`src/rtl/vga_timing_pkg.sv`:
```
// Shared VGA timing defaults (640x480@60) and the small types used by the sync generator.
package vga_timing_pkg;

    localparam int unsigned DEF_H_DISP   = 640;
    localparam int unsigned DEF_H_FP     = 16;
    localparam int unsigned DEF_H_SYNC   = 96;
    localparam int unsigned DEF_H_BP     = 48;
    localparam int unsigned DEF_V_DISP   = 480;
    localparam int unsigned DEF_V_FP     = 10;
    localparam int unsigned DEF_V_SYNC   = 2;
    localparam int unsigned DEF_V_BP     = 33;
    localparam int unsigned DEF_TICK_DIV = 4;

    localparam int unsigned DEF_H_TOTAL = DEF_H_DISP + DEF_H_FP + DEF_H_SYNC + DEF_H_BP;
    localparam int unsigned DEF_V_TOTAL = DEF_V_DISP + DEF_V_FP + DEF_V_SYNC + DEF_V_BP;

    localparam int unsigned CNT_W = 10;

    typedef logic [CNT_W-1:0] cnt_t;

    typedef struct packed {
        cnt_t x;
        cnt_t y;
    } vga_pos_t;

    typedef struct packed {
        logic hsync;
        logic vsync;
    } sync_t;

    // Inclusive window test used for the sync pulse regions.
    function automatic logic in_range(cnt_t v, cnt_t lo, cnt_t hi);
        return (v >= lo) && (v <= hi);
    endfunction

endpackage

```
`src/rtl/vga_sync_if.sv`:
```
// Video timing bundle driven by vga_sync and consumed by the pixel/graphics logic.
interface vga_sync_if;
    import vga_timing_pkg::*;

    logic hsync;
    logic vsync;
    logic video_on;
    logic p_tick;
    logic frame_tick;
    cnt_t pixel_x;
    cnt_t pixel_y;

    modport master (
        output hsync, vsync, video_on, p_tick, frame_tick, pixel_x, pixel_y
    );

    modport slave (
        input hsync, vsync, video_on, p_tick, frame_tick, pixel_x, pixel_y
    );

endinterface

```
`src/rtl/pixel_tick_gen.sv`:
```
// Mod-TICK_DIV divider producing a one-clk pixel enable on its terminal count.
module pixel_tick_gen #(
    parameter int unsigned TICK_DIV = 4
) (
    input  logic clk,
    input  logic reset,
    output logic p_tick
);

    localparam int unsigned DIV_W = (TICK_DIV > 1) ? $clog2(TICK_DIV) : 1;
    localparam logic [DIV_W-1:0] DIV_LAST = DIV_W'(TICK_DIV - 1);

    logic [DIV_W-1:0] div_q;
    logic [DIV_W-1:0] div_d;

    always_comb begin
        div_d = div_q + DIV_W'(1);
        if (div_q == DIV_LAST) begin
            div_d = '0;
        end
    end

    always_ff @(posedge clk) begin
        if (reset) begin
            div_q <= '0;
        end else begin
            div_q <= div_d;
        end
    end

    assign p_tick = (div_q == DIV_LAST);

endmodule

```
`src/rtl/vga_sync.sv`:
```
// VGA raster timing: pixel/line counters, registered sync pulses and frame strobe.
module vga_sync
    import vga_timing_pkg::*;
#(
    parameter int unsigned H_DISP   = DEF_H_DISP,
    parameter int unsigned H_FP     = DEF_H_FP,
    parameter int unsigned H_SYNC   = DEF_H_SYNC,
    parameter int unsigned H_BP     = DEF_H_BP,
    parameter int unsigned V_DISP   = DEF_V_DISP,
    parameter int unsigned V_FP     = DEF_V_FP,
    parameter int unsigned V_SYNC   = DEF_V_SYNC,
    parameter int unsigned V_BP     = DEF_V_BP,
    parameter int unsigned TICK_DIV = DEF_TICK_DIV
) (
    input  logic           clk,
    input  logic           reset,
    vga_sync_if.master     vga
);

    localparam int unsigned H_TOTAL  = H_DISP + H_FP + H_SYNC + H_BP;
    localparam int unsigned V_TOTAL  = V_DISP + V_FP + V_SYNC + V_BP;
    localparam int unsigned HS_START = H_DISP + H_FP;
    localparam int unsigned HS_END   = HS_START + H_SYNC - 1;
    localparam int unsigned VS_START = V_DISP + V_FP;
    localparam int unsigned VS_END   = VS_START + V_SYNC - 1;

    logic     p_tick;
    vga_pos_t pos_q;
    vga_pos_t pos_d;
    sync_t    sync_q;
    sync_t    sync_d;

    pixel_tick_gen #(
        .TICK_DIV (TICK_DIV)
    ) u_pixel_tick_gen (
        .clk    (clk),
        .reset  (reset),
        .p_tick (p_tick)
    );

    // Sync levels are computed from the next count so they line up with pixel_x/pixel_y.
    always_comb begin
        pos_d = pos_q;
        if (p_tick) begin
            if (pos_q.x == CNT_W'(H_TOTAL - 1)) begin
                pos_d.x = '0;
                if (pos_q.y == CNT_W'(V_TOTAL - 1)) begin
                    pos_d.y = '0;
                end else begin
                    pos_d.y = pos_q.y + CNT_W'(1);
                end
            end else begin
                pos_d.x = pos_q.x + CNT_W'(1);
            end
        end
        sync_d.hsync = ~in_range(pos_d.x, CNT_W'(HS_START), CNT_W'(HS_END));
        sync_d.vsync = ~in_range(pos_d.y, CNT_W'(VS_START), CNT_W'(VS_END));
    end

    always_ff @(posedge clk) begin
        if (reset) begin
            pos_q  <= '0;
            sync_q <= '{hsync: 1'b1, vsync: 1'b1};
        end else begin
            pos_q  <= pos_d;
            sync_q <= sync_d;
        end
    end

    assign vga.pixel_x    = pos_q.x;
    assign vga.pixel_y    = pos_q.y;
    assign vga.hsync      = sync_q.hsync;
    assign vga.vsync      = sync_q.vsync;
    assign vga.p_tick     = p_tick;
    assign vga.video_on   = (pos_q.x < CNT_W'(H_DISP)) && (pos_q.y < CNT_W'(V_DISP));
    assign vga.frame_tick = p_tick && (pos_q.x == CNT_W'(H_DISP - 1))
                                   && (pos_q.y == CNT_W'(V_DISP - 1));

endmodule

```
`src/flat_wrapper.sv`:
```
// flat-port wrapper written by rule: the top's interface ports become plain ports
module vga_sync_flat import vga_timing_pkg::*;
#(
    parameter int unsigned H_DISP   = DEF_H_DISP,
    parameter int unsigned H_FP     = DEF_H_FP,
    parameter int unsigned H_SYNC   = DEF_H_SYNC,
    parameter int unsigned H_BP     = DEF_H_BP,
    parameter int unsigned V_DISP   = DEF_V_DISP,
    parameter int unsigned V_FP     = DEF_V_FP,
    parameter int unsigned V_SYNC   = DEF_V_SYNC,
    parameter int unsigned V_BP     = DEF_V_BP,
    parameter int unsigned TICK_DIV = DEF_TICK_DIV
)
  (clk, reset, vga_hsync, vga_vsync, vga_video_on, vga_p_tick, vga_frame_tick, vga_pixel_x, vga_pixel_y);
  vga_sync_if vga_i ();
  input  logic clk;
  input  logic reset;
  output wire logic [$bits(vga_i.hsync)-1:0] vga_hsync;
  output wire logic [$bits(vga_i.vsync)-1:0] vga_vsync;
  output wire logic [$bits(vga_i.video_on)-1:0] vga_video_on;
  output wire logic [$bits(vga_i.p_tick)-1:0] vga_p_tick;
  output wire logic [$bits(vga_i.frame_tick)-1:0] vga_frame_tick;
  output wire logic [$bits(vga_i.pixel_x)-1:0] vga_pixel_x;
  output wire logic [$bits(vga_i.pixel_y)-1:0] vga_pixel_y;
  assign vga_hsync = vga_i.hsync;
  assign vga_vsync = vga_i.vsync;
  assign vga_video_on = vga_i.video_on;
  assign vga_p_tick = vga_i.p_tick;
  assign vga_frame_tick = vga_i.frame_tick;
  assign vga_pixel_x = vga_i.pixel_x;
  assign vga_pixel_y = vga_i.pixel_y;
  vga_sync #(.H_DISP(H_DISP), .H_FP(H_FP), .H_SYNC(H_SYNC), .H_BP(H_BP), .V_DISP(V_DISP), .V_FP(V_FP), .V_SYNC(V_SYNC), .V_BP(V_BP), .TICK_DIV(TICK_DIV)) u_core (.clk(clk), .reset(reset), .vga(vga_i));
endmodule
```
`config.mk`:
```
export PLATFORM = sky130hd
export DESIGN_NAME = vga_sync_flat
export DESIGN_NICKNAME = d
export VERILOG_FILES = /design/src/rtl/vga_timing_pkg.sv /design/src/rtl/vga_sync_if.sv /design/src/rtl/pixel_tick_gen.sv /design/src/rtl/vga_sync.sv /design/src/flat_wrapper.sv
export SDC_FILE = /design/constraint.sdc
export NUM_CORES = 1
export LEC_CHECK = 0
export CAP_MARGIN = 5
export CORE_MARGIN = 5
export CORE_UTILIZATION = 35
export CTS_BUF_LIST = sky130_fd_sc_hd__clkbuf_2
export CTS_CLUSTER_SIZE = 16
export DETAILED_ROUTE_END_ITERATION = 6
export SLEW_MARGIN = 20
export SYNTH_ARGS = -nofsm -noshare
export SYNTH_HDL_FRONTEND = slang
export SYNTH_SLANG_ARGS = --single-unit
```
`constraint.sdc`:
```
create_clock -name clk -period 4 [get_ports clk]
set_clock_uncertainty 0.1 [all_clocks]
set_input_delay 1.2 -clock clk [delete_from_list [all_inputs] [get_ports clk]]
set_output_delay 1.2 -clock clk [all_outputs]
set_load 0.1 [all_outputs]
```
==> results.md <==
- Run status: complete, no violations
- Distinct cells, synth: 38
- Slew margin rel.: 0.3539
- Levels on crit path: 5
- RSZ-0062 raised after global routing: no
- CTS tree: built
- Detailed-route vias per instance: 5.459
- Sequential area share after synthesis: 0.3791
- Total global routing overflow: 0
- Vias after detailed routing: 1212
- Wire length of the first global-routing pass: 5.319 mm
- Number of filler instances in the final layout: 355
- Type of element launching the critical path: register
- Footprint of the flip-flops and latches: 480.5 um2
- Aggregate global-route resource usage: 0.1326
- Clock latency on the worst-skew pair: 340 ps
- Port bufs: 26
- M3 GR Usage: 0.02582
- Final setup fails: 0
- Number of warnings reported in the yosys synthesis log: 0
- Area taken by multi-input logic gates: 732.0 um2
- Final Non-Filler Cells: 222
- Time the final worst path needs with I/O delays and setup: 3305 ps
- Row count: 21
- Worst r2r dst: u_core.vga.vsync
- Static leakage power: 0.5290 nW
- Async set-or-reset flop fraction in the synthesized netlist: 0
- Mapped Nets: 157
- Commonest cells post-synth: sky130_fd_sc_hd__dfxtp_1 (24), sky130_fd_sc_hd__nor2_1 (14), sky130_fd_sc_hd__nor3_1 (11), sky130_fd_sc_hd__nand2_1 (8), sky130_fd_sc_hd__nand3_1 (8)
- Area leader, netlist: sky130_fd_sc_hd__dfxtp_1
- Post-cts sizing count: 0
- Peak VDD IR: 113.7 uV
- Fraction of layout instances using a drive strength above 1: 0.1818
- Total power density per cell area: 239.5 mW/mm2
- Top cells by area, synth: sky130_fd_sc_hd__dfxtp_1 (38%), sky130_fd_sc_hd__xnor2_1 (4.8%), sky130_fd_sc_hd__nor3_1 (4.3%)
- Number of antenna diodes: 0
- Maximum number of pins on one net before global-route repair: 18
- Count of state elements after synthesis: 24
- Library cell with the highest instance count after synthesis: sky130_fd_sc_hd__dfxtp_1
- Total die area: 0.004925 mm2
- Hold-critical path depth: 1
- Setup slack on the worst flop-to-flop path: 1180 ps
- Initial antenna violation count: 0
- Number of hold buffers added after cts: 0
- Critical Path RT: 2700 ps
- Root buf cell: sky130_fd_sc_hd__clkbuf_2
- Net count, final: 183
- Fin Setup TNS: 0 ps
- Path class of the lowest-slack min-delay path: register to register
- Synth Flop Type: sky130_fd_sc_hd__dfxtp_1
- Area overhead of the layout relative to synthesis: 20.93%
- Slew Limit Fails: 0
- Total standard cell area after synthesis: 0.001267 mm2
- Deepest level of the CTS H-tree: 1
- Count of buffer and inverter cells on the critical path: 1
- Die span in y: 70.18 um
- Global-route track usage on met2: 0.2267
- Most heavily used metal layer in global routing: met2
- Synthesized area per cell: 8.394 um2
- Drt wl/cell: 14.24 um
- Worst reg2reg path depth: 6
- # Post-CTS Setup Buffers: 0
- First-pass iteration count of the detailed router: 4
- Cell-by-cell listing of the critical path: ha_1 > nand2_1 > nor2_1 > and3_1 > buf_4
- Family with the most delay on the worst path: simple AND/OR/NAND/NOR gates
- Buffers from clock root to sink, at most: 2
- Final hold violations: 0
- Antenna-violating nets left: 0
- Transition at the pin with the smallest max-transition slack: 966.1 ps
- Clock-pin transition on the worst setup and hold timing paths: 230 ps
- TritonCTS Buffers: 3
- Cell with the largest stage delay on the worst path: sky130_fd_sc_hd__dfxtp_1
- Worst setup path class: register to output pin
- Drt initial violations: 59
- CP max FO: 11
- I/O pins: 27
- Initial core utilization: 0.3711
- Vias in the first global route: 1189
- Half-perimeter wire length after detailed placement: 2.360 mm
- Launch point of the worst path: u_core.u_pixel_tick_gen.div_q[0]
- Maximum cell stage delay along the critical path: 390 ps
- GR met1 Demand/Resource: 0.1579
- Proportion of netlist area held by the largest area contributor: 0.3791
- Launch instance of the worst min-delay path: u_core.u_pixel_tick_gen.div_q[0]
- Die Width: 70.18 um
- Number of sinks on the clock net: 24
- Crit path arrival time: 2000 ps
- Number of enable flip-flop cells after synthesis: 0
- Floorplan core area: 0.003416 mm2
- Hold EP: u_core.u_pixel_tick_gen.div_q[0]
- Type of destination of the critical path: output pin
- Final weighted congestion in routability-driven placement: 0.8603
- Final wirelength: 3.161 mm
- Max Fclk: 302.6 MHz
- Cell count after placement: 218
- Worst reg2reg startpoint: u_core.u_pixel_tick_gen.div_q[0]
- Count of max-cap constraint violations: 0
- Fraction of the cycle the final worst path needs: 0.8262
- Instance count of the mapped netlist: 151
- Drt drc: 0
logic make-up after synthesis:
group / count (synthesis) / share of synthesized area
and+or+nand+nor: 71 / 0.3080
adders and majority gates: 4 / 0.03949
AOI/OAI and AO/OA: 25 / 0.1343
muxes: 1 / 0.007898
DFF: 24 / 0.3791
xor gates and xnor gates: 12 / 0.08292
buffers and inverters: 14 / 0.04837
state kept, by name, indices dropped and copies added (netlist names):
register                       flops
u_core.vga.vsync                   1
u_core.vga.pixel_y                10
u_core.vga.hsync                   1
u_core.vga.pixel_x                10
u_core.u_pixel_tick_gen.div_q      2
per-stage QoR:
step	utilization	area [um2]	setup slack, ps	hold WS [ps]	total power, W
5_1_grt	0.4487	1533	493.9	384.8	0.0003867
2_1_floorplan	-	1267	143.7	304.3	0.0002714
4_1_cts	0.4487	1533	655.2	360.8	0.0003755
3_3_place_gp	0.4432	1514	1173	312.6	0.0002770
6_report	0.4487	1533	695.1	352.9	0.0003671
3_5_place_dp	0.4432	1514	1102	333.6	0.0002782
layout by cell type, fill, tap and decap left out, drive strengths merged, types with 2 or more instances in the layout:
cell type | synthesis | final
inv | 7 | 7
o31ai | 3 | 3
nand2b | 2 | 2
o21ai | 5 | 5
nand2 | 8 | 8
nand3 | 8 | 8
ha | 4 | 4
clkdlybuf4s50 | 0 | 3
nand4 | 7 | 7
xnor2 | 7 | 7
clkbuf | 5 | 3
or4 | 5 | 5
or3 | 2 | 2
nor2b | 2 | 2
nor2 | 14 | 14
buf | 2 | 25
nor3 | 11 | 11
a21oi | 7 | 7
nor4 | 6 | 6
a21o | 2 | 2
dfxtp | 24 | 24
xor2 | 5 | 5
routing by layer:
metal,vias to the layer above,wire [um]
met5,-,0
met4,0,66
li1,604,-
met1,568,1450
met3,6,164
met2,34,1480
worst reg2reg max path: stages, from the launching register on:
cell,delay (ps)
sky130_fd_sc_hd__dfxtp_1,390
sky130_fd_sc_hd__ha_1,360
sky130_fd_sc_hd__nand2_1,220
sky130_fd_sc_hd__or4_1,700
sky130_fd_sc_hd__or4_4,560
sky130_fd_sc_hd__a221oi_2,260
sky130_fd_sc_hd__o2111ai_1,140
layout make-up:
cell class / instances / share of cell area
sequential: 24 / 0.3135
timing repair buffer: 28 / 0.1420
multi-input combinational: 113 / 0.4776
clock buffer: 3 / 0.009796
clock inverter: 1 / 0.002449
tap: 46 / 0.03755
inverter: 7 / 0.01714
worst max path at each step:
stage                                end  slack [ps]
after floorplan           vga_frame_tick         140
after global placement    vga_frame_tick        1170
after detailed placement  vga_frame_tick        1100
after CTS                 vga_frame_tick         660
after global routing      vga_frame_tick         490
final                     vga_frame_tick         700
power breakdown:
group	total (W)	leakage, nW	switching (W)	internal [W]
combinational	0.0000273	0.321	0.0000196	0.00000770
sequential	0.000246	0.194	0.00000254	0.000243
clock	0.0000941	0.0140	0.0000723	0.0000217
Note: power is estimated with default switching activity, not from simulation.
